File: src/rtl/spi_lcd_ctrl.sv
// Buffered SPI (mode 0, MSB first) master for the LCD panel.
// Words tagged with a D/C bit queue in a FIFO and go out back-to-back under one chip select.
module spi_lcd_ctrl #(
    parameter int WORD_W     = 8,
    parameter int FIFO_DEPTH = 16,
    parameter int CLK_DIV    = 4
) (
    input  logic                          clk,
    input  logic                          reset_n,
    input  logic                          wr_en,
    input  logic                          wr_dc,
    input  logic [WORD_W-1:0]             wr_data,
    output logic                          full,
    output logic                          empty,
    output logic [$clog2(FIFO_DEPTH):0]   level,
    output logic                          overflow,
    output logic                          busy,
    output logic                          done,
    output logic                          cs,
    output logic                          scl,
    output logic                          sda,
    output logic                          dc
);
    localparam int AW = $clog2(FIFO_DEPTH);
    localparam int CW = $clog2(CLK_DIV + 1);
    localparam int BW = $clog2(WORD_W + 1);
    localparam logic [AW:0]   FULL_LVL = (AW + 1)'(FIFO_DEPTH);
    localparam logic [CW-1:0] CNT_LAST = CW'(CLK_DIV - 1);
    localparam logic [BW-1:0] BIT_MSB  = BW'(WORD_W - 1);

    typedef enum logic [2:0] {IDLE, SETUP, SHIFT, HOLD, GAP} state_t;

    logic [WORD_W:0]   mem [FIFO_DEPTH];
    logic [AW-1:0]     wr_ptr_q, rd_ptr_q;
    logic [AW:0]       count_q;
    logic              overflow_q;
    logic              push, pop;
    logic [WORD_W:0]   head;

    state_t            state_q;
    logic [CW-1:0]     cnt_q;
    logic [BW-1:0]     bit_q;
    logic [WORD_W-1:0] shift_q, shift_d;
    logic              tail_q, cs_q, scl_q, sda_q, dc_q, done_q, busy_q;
    logic              half_end, last_fall;

    assign full      = (count_q == FULL_LVL);
    assign empty     = (count_q == '0);
    assign level     = count_q;
    assign overflow  = overflow_q;
    assign push      = wr_en && !full;
    assign head      = mem[rd_ptr_q];
    assign half_end  = (cnt_q == CNT_LAST);
    // Falling scl edge that ends the last bit of the current word.
    assign last_fall = (state_q == SHIFT) && scl_q && half_end && (bit_q == '0);
    assign pop       = !empty && ((state_q == IDLE) || last_fall);
    assign shift_d   = shift_q << 1;

    assign cs   = cs_q;
    assign scl  = scl_q;
    assign sda  = sda_q;
    assign dc   = dc_q;
    assign done = done_q;
    assign busy = busy_q;

    always_ff @(posedge clk) begin
        if (push) begin
            mem[wr_ptr_q] <= {wr_dc, wr_data};
        end
    end

    always_ff @(posedge clk or negedge reset_n) begin
        if (!reset_n) begin
            wr_ptr_q   <= '0;
            rd_ptr_q   <= '0;
            count_q    <= '0;
            overflow_q <= 1'b0;
        end else begin
            if (push) wr_ptr_q <= wr_ptr_q + 1'b1;
            if (pop)  rd_ptr_q <= rd_ptr_q + 1'b1;
            if (push && !pop) begin
                count_q <= count_q + 1'b1;
            end else if (!push && pop) begin
                count_q <= count_q - 1'b1;
            end
            // A write against a full FIFO is lost even if a pop frees a slot this cycle.
            if (wr_en && full) overflow_q <= 1'b1;
        end
    end

    always_ff @(posedge clk or negedge reset_n) begin
        if (!reset_n) begin
            state_q <= IDLE;
            cnt_q   <= '0;
            bit_q   <= '0;
            shift_q <= '0;
            tail_q  <= 1'b0;
            cs_q    <= 1'b1;
            scl_q   <= 1'b0;
            sda_q   <= 1'b0;
            dc_q    <= 1'b0;
            done_q  <= 1'b0;
            busy_q  <= 1'b0;
        end else begin
            done_q <= 1'b0;
            if (pop) begin
                shift_q <= head[WORD_W-1:0];
                sda_q   <= head[WORD_W-1];
                dc_q    <= head[WORD_W];
                bit_q   <= BIT_MSB;
            end
            case (state_q)
                IDLE: begin
                    if (pop) begin
                        state_q <= SETUP;
                        cs_q    <= 1'b0;
                        busy_q  <= 1'b1;
                        cnt_q   <= '0;
                    end
                end
                SETUP: begin
                    if (half_end) begin
                        state_q <= SHIFT;
                        scl_q   <= 1'b1;
                        tail_q  <= 1'b0;
                        cnt_q   <= '0;
                    end else begin
                        cnt_q <= cnt_q + 1'b1;
                    end
                end
                SHIFT: begin
                    if (!half_end) begin
                        cnt_q <= cnt_q + 1'b1;
                    end else begin
                        cnt_q <= '0;
                        if (scl_q) begin
                            scl_q <= 1'b0;
                            if (bit_q == '0) begin
                                done_q <= 1'b1;
                                tail_q <= empty;
                            end else begin
                                bit_q   <= bit_q - 1'b1;
                                shift_q <= shift_d;
                                sda_q   <= shift_d[WORD_W-1];
                            end
                        end else if (tail_q) begin
                            // Final low half-period finished with nothing queued.
                            state_q <= HOLD;
                        end else begin
                            scl_q <= 1'b1;
                        end
                    end
                end
                HOLD: begin
                    if (half_end) begin
                        state_q <= GAP;
                        cs_q    <= 1'b1;
                        cnt_q   <= '0;
                    end else begin
                        cnt_q <= cnt_q + 1'b1;
                    end
                end
                GAP: begin
                    if (half_end) begin
                        state_q <= IDLE;
                        busy_q  <= 1'b0;
                        cnt_q   <= '0;
                    end else begin
                        cnt_q <= cnt_q + 1'b1;
                    end
                end
                default: state_q <= IDLE;
            endcase
        end
    end
endmodule

File: config.mk
export PLATFORM = sky130hd
export DESIGN_NAME = spi_lcd_ctrl
export DESIGN_NICKNAME = d
export VERILOG_FILES = /design/src/rtl/spi_lcd_ctrl.sv
export SDC_FILE = /design/constraint.sdc
export NUM_CORES = 1
export LEC_CHECK = 0
export BUFFER_PORTS_ARGS = -buffer_cell sky130_fd_sc_hd__buf_2
export CAP_MARGIN = 20
export CORE_ASPECT_RATIO = 1.5
export CORE_UTILIZATION = 42
export CTS_CLUSTER_DIAMETER = 30
export DETAILED_ROUTE_END_ITERATION = 10
export SLEW_MARGIN = 20
export SYNTH_ARGS = -nofsm -noshare
export SYNTH_HDL_FRONTEND = slang
export SYNTH_SLANG_ARGS = --single-unit
File: constraint.sdc
create_clock -name clk -period 3.1 [get_ports clk]
set_input_delay 0.465 -clock clk [delete_from_list [all_inputs] [get_ports clk]]
set_output_delay 0.465 -clock clk [all_outputs]
set_load 0.02 [all_outputs]
==> results.yml <==
power:
  ir_drop_uv: 394.4
  seqPwrFrac: 0.426
  combPwrFrac: 0.293
  internal-power_mw: 5.458
  switchingPower_mw: 2.659
  clkPwrFrac: 0.282
  swShare: 0.3276
  power_density_mw_per_mm2: 929.9
  p_leak_nw: 3.071
cts:
  clkTransAtPathRegs_ps: 70
  clk_latency_ps: 430
  cts_tree: "yes"
  cts_made_buffers: 17
  root_buffer: "clkbuf_16"
  cts_sinks: 182
  clock_path_buffers: 2
  cts_max_level: 4
  postCtsSetupBuffers: 0
sta:
  fmax_ghz: 0.3476
  period_share: 0.9280
  post-route-min-period_ps: 2877
  hold_viol: 0
  slew_viol_final: 0
  slew_headroom: 0.3859
  worst_slew_pin_slew_ps: 921.2
  grt_setup_unrepaired: "no"
  setup_violations: 0
  fin_setup_tns_ps: 0
  skew_ps: 9.922
setup_path:
  cp-start-kind: "flop"
  r2r_cells: 12
  reg2reg_slack_ps: 220
  critPathCaptureType: "flop"
  crit_path_top_delay_cell: "dfrtp_1"
  arrival_ps: 3190
  reg2reg_to: "level[4]"
  path_buf_inv: 2
  max_stage_delay_ps: 440
  path_class: "reg -> reg"
  cp_cell_sequence: "nor4_2 > or2b_2 > o21a_4 > inv_4 > ha_1 > inv_2 > fa_1 > a21o_1 > a21oi_2 > xnor2_1 > nor2_1 > xor2_1"
  path_delay_family: "simple AND/OR/NAND/NOR gates"
  crit-reg2reg-launch: "level[1]"
  worstPathMaxFanout: 7
  required_ps: 3410
logic_synthesis:
  synth_top_area_cell: "edfxtp_1"
  synth_top_area_share: 0.5698
  synth_edf_count: 144
  synth_area_per_cell_um2: 16.61
  seq_area_frac_synth: 0.6953
  syn-instance-count: 457
  yosysMostFrequentCell: "edfxtp_1"
  postSynth.asyncResetShare: 0.2088
  synthesis.nets: 482
  synth.area.top_cells: "edfxtp_1, dfrtp_1, mux4_2"
  yosys_warnings: 0
  synth_area_mm2: 0.007589
  synth_commonest_cells: "edfxtp_1, dfrtp_1, nor2_1"
  synth.distinct_cells: 55
  ys_seq_elements: 182
  ys.flop_type: "edfxtp_1"
grt:
  grt_pass1_vias: 4294
  gr-total-overflow: 0
  antenna_found_initial: 0
  track_usage: 0.1749
  grt_pass1_wl_um: 24090
  grt_max_degree: 39
route:
  wl_met1_um: 6073
  antenna_left: 0
  num_vias: 4095
  highest_layer: "met4"
  wl_met3_um: 511
  drcViolationCount: 7
  route.met2.wl_um: 8299
  wl_per_cell_um: 20.86
  first_pass_iters: 9
  drtIter0Drc: 263
  vias_per_cell: 5.594
  drt_wl_total_um: 15270
finish:
  utilization: 0.4989
  diodes: 0
  nets: 531
  layout-drive-gt1-share: 0.3083
  syn2layout_area_growth_pct: 15.02
floorplan:
  die_w_um: 111.8
  die_h_um: 166.6
  rows: 59
  die-area_mm2: 0.01862
  io_pins: 26
  core_area_mm2: 0.01750
  start_util: 0.4337
status:
  status: "finished with violations"
  violations: "design-rule violations"
placed_design:
  gp_congestion: 0.7440
  hpwl_um: 10280
  io_buffers: 25
min_path:
  hp-class: "in -> async"
run:
  maxCapViolCount: 0
[logic make-up (layout without fill, tap and decap cells)]
family,after synthesis,count (layout),synth area share
DFF,182,182,0.6953
and+or+nand+nor,108,108,0.07139
AOI/OAI and AO/OA,58,58,0.05358
muxes,52,52,0.1192
buffers and inverters,31,93,0.02308
adders and majority gates,13,13,0.02242
xor gates and xnor gates,13,13,0.01500
[how the worst max path moves through the flow]
stage / to / from / slack [ps] / cells after the start
3_5_place_dp: level[4] / bit_q[0] / 70 / 14
3_3_place_gp: level[4] / level[1] / 160 / 12
2_1_floorplan: level[4] / bit_q[0] / 180 / 15
6_report: level[4] / level[1] / 220 / 12
5_1_grt: level[4] / level[1] / 40 / 12
4_1_cts: level[4] / bit_q[0] / 40 / 14
[sequential cells by signal, summed over array words and instances (netlist names)]
register	flops
level	5
tail_q	1
state_q	3
overflow	1
rd_ptr_q	4
shift_q	7
cnt_q	3
scl	1
wr_ptr_q	4
cs	1
bit_q	4
mem	144
busy	1
done	1
dc	1
sda	1
[power by group through the flow]
stage | Clock (mW) | Combinational, mW | Sequential [mW]
floorplan | 0 | 1.83 | 3.30
global placement | 0 | 2.31 | 3.49
detailed placement | 0 | 2.36 | 3.51
CTS | 2.32 | 2.38 | 3.46
global route | 2.41 | 2.61 | 3.52
finish | 2.29 | 2.37 | 3.45
[per-layer routing]
metal | global-route usage | vias up
met5 | 0 | -
met4 | 0.07638 | 0
met3 | 0.03130 | 22
met2 | 0.3151 | 99
met1 | 0.2018 | 2111
li1 | - | 1863
[cells in the final DEF (no fill, tap or decap), types with 3 or more instances in the layout]
master / count
mux4_2: 29
nor3_1: 9
buf_4: 29
nor2b_1: 8
clkinv_8: 5
dfrtp_1: 35
o21ai_0: 18
xnor2_1: 9
ha_1: 10
inv_1: 5
mux2_2: 17
mux2i_1: 6
clkbuf_16: 17
buf_2: 25
inv_6: 4
nor2_1: 34
edfxtp_1: 144
nand2b_1: 4
a21o_1: 3
or3_2: 3
o22ai_1: 7
xor2_1: 4
a21oi_1: 6
nand3_1: 7
or3_1: 4
o221a_2: 8
nand2_1: 26
[per-stage QoR]
step | setup WS (ps) | area, µm² | power (mW) | hold WS [ps] | std cells
4_1_cts | 44.89 | 8703 | 8.164 | 201.8 | 732
2_1_floorplan | 183.8 | 7589 | 5.133 | 169.4 | 457
3_5_place_dp | 65.91 | 8054 | 5.876 | 439.7 | 700
5_1_grt | 41.57 | 8728 | 8.547 | 225.0 | 732
6_report | 223.3 | 8728 | 8.117 | 177.0 | 732
3_3_place_gp | 160.3 | 8054 | 5.796 | 437.2 | 700
[final cells by class]
class	count	area (µm²)
Multi-Input combinational cell	244	2162
Clock inverter	15	224.0
Clock buffer	17	425.4
Timing Repair Buffer	54	342.8
Sequential cell	182	5279
Fill cell	1437	8767
Inverter	7	28.78
Tap cell	213	266.5
[what timing repair did]
item / CTS / global route
setup endpoints to repair: 0 / 2
gates resized for setup: 0 / 5
hold buffers: 0 / 0
(Power assumes the default switching activity.)
